==> src/rtl/inv_mix_columns_seq.sv <==
// Iterative AES InvMixColumns engine: one 128-bit state in, COLS_PER_CYCLE
// columns transformed per clock, result held on a valid/ready output port.
//
// state | meaning
// ------+---------------------------------------------------------------
// IDLE  | in_ready high, waiting for a state to load
// BUSY  | transforming one column group per cycle, in ascending order
// DONE  | out_valid high, result held until out_ready
module inv_mix_columns_seq #(
    parameter int COLS_PER_CYCLE = 1
) (
    input  logic         clk,
    input  logic         rst_n,
    input  logic         in_valid,
    output logic         in_ready,
    input  logic [127:0] in_state,
    output logic         out_valid,
    input  logic         out_ready,
    output logic [127:0] out_state
);

    generate
        if (!(COLS_PER_CYCLE == 1 || COLS_PER_CYCLE == 2 || COLS_PER_CYCLE == 4)) begin : g_bad_cols
            $fatal(1, "inv_mix_columns_seq: COLS_PER_CYCLE must be 1, 2 or 4");
        end
    endgenerate

    localparam logic [1:0] STEP = 2'(COLS_PER_CYCLE);
    localparam logic [1:0] LAST = 2'(4 - COLS_PER_CYCLE);

    typedef enum logic [1:0] {
        IDLE = 2'd0,
        BUSY = 2'd1,
        DONE = 2'd2
    } state_t;

    state_t       state, state_next;
    logic [1:0]   col_cnt, col_cnt_next;
    logic [127:0] work, work_next;
    logic [1:0]   idx;

    function automatic logic [7:0] xtime(input logic [7:0] b);
        return {b[6:0], 1'b0} ^ (b[7] ? 8'h1b : 8'h00);
    endfunction

    function automatic logic [7:0] mul09(input logic [7:0] b);
        logic [7:0] x2, x4, x8;
        x2 = xtime(b);
        x4 = xtime(x2);
        x8 = xtime(x4);
        return x8 ^ b;
    endfunction

    function automatic logic [7:0] mul0b(input logic [7:0] b);
        logic [7:0] x2, x4, x8;
        x2 = xtime(b);
        x4 = xtime(x2);
        x8 = xtime(x4);
        return x8 ^ x2 ^ b;
    endfunction

    function automatic logic [7:0] mul0d(input logic [7:0] b);
        logic [7:0] x2, x4, x8;
        x2 = xtime(b);
        x4 = xtime(x2);
        x8 = xtime(x4);
        return x8 ^ x4 ^ b;
    endfunction

    function automatic logic [7:0] mul0e(input logic [7:0] b);
        logic [7:0] x2, x4, x8;
        x2 = xtime(b);
        x4 = xtime(x2);
        x8 = xtime(x4);
        return x8 ^ x4 ^ x2;
    endfunction

    // Column word is {row0, row1, row2, row3}, row 0 in the top byte.
    function automatic logic [31:0] inv_mix_col(input logic [31:0] col);
        logic [7:0] a0, a1, a2, a3;
        logic [7:0] r0, r1, r2, r3;
        a0 = col[31:24];
        a1 = col[23:16];
        a2 = col[15:8];
        a3 = col[7:0];
        r0 = mul0e(a0) ^ mul0b(a1) ^ mul0d(a2) ^ mul09(a3);
        r1 = mul09(a0) ^ mul0e(a1) ^ mul0b(a2) ^ mul0d(a3);
        r2 = mul0d(a0) ^ mul09(a1) ^ mul0e(a2) ^ mul0b(a3);
        r3 = mul0b(a0) ^ mul0d(a1) ^ mul09(a2) ^ mul0e(a3);
        return {r0, r1, r2, r3};
    endfunction

    always_ff @(posedge clk or negedge rst_n) begin
        if (!rst_n) begin
            state   <= IDLE;
            col_cnt <= 2'd0;
            work    <= 128'h0;
        end else begin
            state   <= state_next;
            col_cnt <= col_cnt_next;
            work    <= work_next;
        end
    end

    always_comb begin
        state_next   = state;
        col_cnt_next = col_cnt;
        work_next    = work;
        in_ready     = 1'b0;
        out_valid    = 1'b0;
        idx          = 2'd0;
        case (state)
            IDLE: begin
                in_ready = 1'b1;
                if (in_valid) begin
                    work_next    = in_state;
                    col_cnt_next = 2'd0;
                    state_next   = BUSY;
                end
            end
            BUSY: begin
                // Column c lives at bits [(3-c)*32 +: 32]; for a 2-bit c, 3-c is ~c.
                for (int g = 0; g < COLS_PER_CYCLE; g++) begin
                    idx = col_cnt + 2'(g);
                    work_next[{~idx, 5'b00000} +: 32] = inv_mix_col(work[{~idx, 5'b00000} +: 32]);
                end
                col_cnt_next = col_cnt + STEP;
                if (col_cnt == LAST) begin
                    state_next = DONE;
                end
            end
            DONE: begin
                out_valid = 1'b1;
                if (out_ready) begin
                    state_next = IDLE;
                end
            end
            default: state_next = IDLE;
        endcase
    end

    assign out_state = work;

endmodule

==> config.mk <==
export PLATFORM = sky130hd
export DESIGN_NAME = inv_mix_columns_seq
export DESIGN_NICKNAME = d
export VERILOG_FILES = /design/src/rtl/inv_mix_columns_seq.sv
export SDC_FILE = /design/constraint.sdc
export NUM_CORES = 1
export LEC_CHECK = 0
export BUFFER_PORTS_ARGS = -buffer_cell sky130_fd_sc_hd__buf_2
export CAP_MARGIN = 5
export CORE_MARGIN = 5
export CORE_UTILIZATION = 50
export DETAILED_ROUTE_END_ITERATION = 12
export PLACE_DENSITY = 0.81
export SYNTH_ARGS = -nofsm -noshare
export SYNTH_HDL_FRONTEND = slang
export SYNTH_SLANG_ARGS = --single-unit
==> constraint.sdc <==
create_clock -name clk -period 8.9 [get_ports clk]
set_input_delay 0.89 -clock clk [delete_from_list [all_inputs] [get_ports clk]]
set_output_delay 0.89 -clock clk [all_outputs]
set_load 0.05 [all_outputs]
==> reports/metrics.yaml <==
clk_latency_ps: 430
tns_ps: 0
finalMaxSlewViolations: 0
wl_per_cell_um: 23.5
crit_end: "out_state[124]"
drc: 0
ys_ff_latch: 132
rsz0062_at_grt: "no"
slowest_delay_ps: 880
post_cts_buffers: 0
reg2regPathDepth: 8
synth_edf_count: 0
crit_chain: "buf_4 > mux4_1 > xnor2_4 > xnor3_1 > xor2_1 > xnor3_1 > a22oi_1 > a21oi_1"
globalRouteOverflowTotal: 0
fin_skew_ps: 9.36
antenna_found_initial: 3
max-cap-violations: 0
hpwl_um: 22000
worstSetupStartpoint: "col_cnt[0]"
mostFrequentLayoutCell: "buf_2"
crit_path_start_kind: "flop"
num_rows: 49
drtPass1Iterations: 6
ys_async_sr_fraction_pct: 100
endpoint_kind: "flop"
ys.flop_type: "dfrtp_1"
cp_common_cell: "xnor3_1"
clkSlewWorstSetupHoldPaths_ps: 60
yosysTopAreaCell: "dfrtp_1"
area_delta_synth_final_pct: 22.3
syn_inst: 856
maxSlewHeadroom_pct: 16.7
gr-usage-all-layers_pct: 29.9
vias: 8060
clock-root-buffer: "clkbuf_16"
grt_pass1_wl_um: 46600
netlist.area_leader.share_pct: 36.7
cts_hold_buf: 0
vias_per_cell: 6.12
gp_congestion: 1.06
worstPathMaxFanout: 41
ios: 262
cts-htree-levels: 4
fin_crit_ps: 3950
setup_viol: 0
fin_nets: 1209
max_freq_mhz: 253
rr_endpoint: "out_state[124]"
numCtsBuffers: 17
syn_area_mm2: 0.00900
hold_path_class: "input pin to async pin"
cp.arrival_ps: 4210
syn_nets: 992
drt_iter0_drc: 923
synth_area_leaders: "dfrtp_1, xnor2_1, a22oi_1, mux4_2, xnor3_1"
mostFrequentLayoutCells: "buf_2, dfrtp_1, nor2_1"
avgSynthCellArea_um2: 10.5
status: "finished, final reports clean"
grt_start_max_net_pins: 78
drive_gt1_share_pct: 32.4
worst_slew_pin_slew_ps: 1240
worst-r2r-setup-slack_ps: 4950
routed_wl_um: 31000
core-area_mm2: 0.0178
die_w_um: 144
dpl-instance-area_mm2: 0.0104
io_buffers: 261
hold_viol: 0
cts_resized: 0
ctsLongestPathBuffers: 2
worst_slack_ps: 4950
cp.required_ps: 9160
ys_seq_area_share_pct: 36.7
finalCritPeriodShare_pct: 44.4
place_ws_ps: 4960
cts_sinks: 132
die_area_mm2: 0.0208
ys_types: 40
die_h_um: 144
yosysWarnings: 0
cts_tree: "done"
grt_pass1_vias: 7983
r2r_start: "col_cnt[0]"
ant_nets: 0
start_util_pct: 50.4
crit_type: "flop to flop"
stdcell_area_mm2: 0.0110
critPathSlowestCell: "mux4_1"
worst min path at each step:
stage	slack, ps	end	cells past startpoint	startpoint
6_report	470	out_state[55]	1	rst_n
5_1_grt	530	out_state[100]	1	out_state[100]
4_1_cts	510	out_state[4]	1	rst_n
3_5_place_dp	510	out_state[100]	1	out_state[100]
3_3_place_gp	490	out_state[100]	1	out_state[100]
2_1_floorplan	590	col_cnt[0]	0	rst_n
synth_stat cells, drive strengths merged, types with 2 or more instances:
| master | number |
|---|---|
| o21a | 4 |
| nand3 | 6 |
| dfrtp | 132 |
| xnor2 | 121 |
| xnor3 | 30 |
| o21ai | 2 |
| mux4 | 32 |
| nor3 | 2 |
| a21oi | 125 |
| a2bb2oi | 12 |
| o211ai | 4 |
| nor2 | 122 |
| nand2 | 12 |
| nand2b | 2 |
| and3 | 2 |
| buf | 24 |
| ha | 4 |
| clkbuf | 50 |
| xor2 | 41 |
| xor3 | 2 |
| o221ai | 4 |
| inv | 9 |
| a22oi | 108 |
metal layers:
layer | wire [um] | GRT usage, % | up-vias
met5 | 0 | 0 | -
met4 | 1260 | 13.2 | 0
met3 | 3090 | 7.14 | 85
met2 | 15200 | 48.2 | 528
met1 | 11400 | 38.6 | 3942
li1 | - | - | 3505
logic make-up (layout without fill, tap and decap cells):
group | after synthesis | count (layout) | synth area share [%]
mux | 32 | 32 | 8.09
fa+ha+maj | 4 | 4 | 0.556
compound gates | 261 | 261 | 18.5
flops | 132 | 132 | 36.7
other cells | 0 | 3 | 0
xor+xnor | 194 | 194 | 25.2
simple gates | 150 | 150 | 6.62
buf+inv | 83 | 312 | 4.38
sequential cells by signal, indices dropped and copies added (netlist names):
name and flops:
out_state 128, col_cnt 2, state 2
critical path, delay by kind of cell, from the launching register on:
kind                   cells  cell delay (ps)
XOR/XNOR                   4             1670
multiplexers               1              880
buffers and inverters      1              610
flip-flops                 1              340
AO/OA/AOI/OAI              2              300
through the flow:
step           instances  utilization [%]  hold slack [ps]
5_1_grt             1317             61.7              533
3_5_place_dp        1283             58.2              506
2_1_floorplan        856                -              594
3_3_place_gp        1283             58.2              489
6_report            1317             61.7              471
4_1_cts             1314             61.6              508
final cells by class:
type / instances / area (um^2)
Multi-Input combinational cell: 641 / 5360
Timing Repair Buffer: 272 / 1400
Fill cell: 1420 / 6840
Tap cell: 229 / 287
Antenna cell: 3 / 7.51
Inverter: 9 / 33.8
Clock inverter: 9 / 154
Clock buffer: 22 / 464
Sequential cell: 132 / 3310
Power is not shown: default switching activity piles up to over one toggle a cycle in this logic, so the estimate is an artifact.
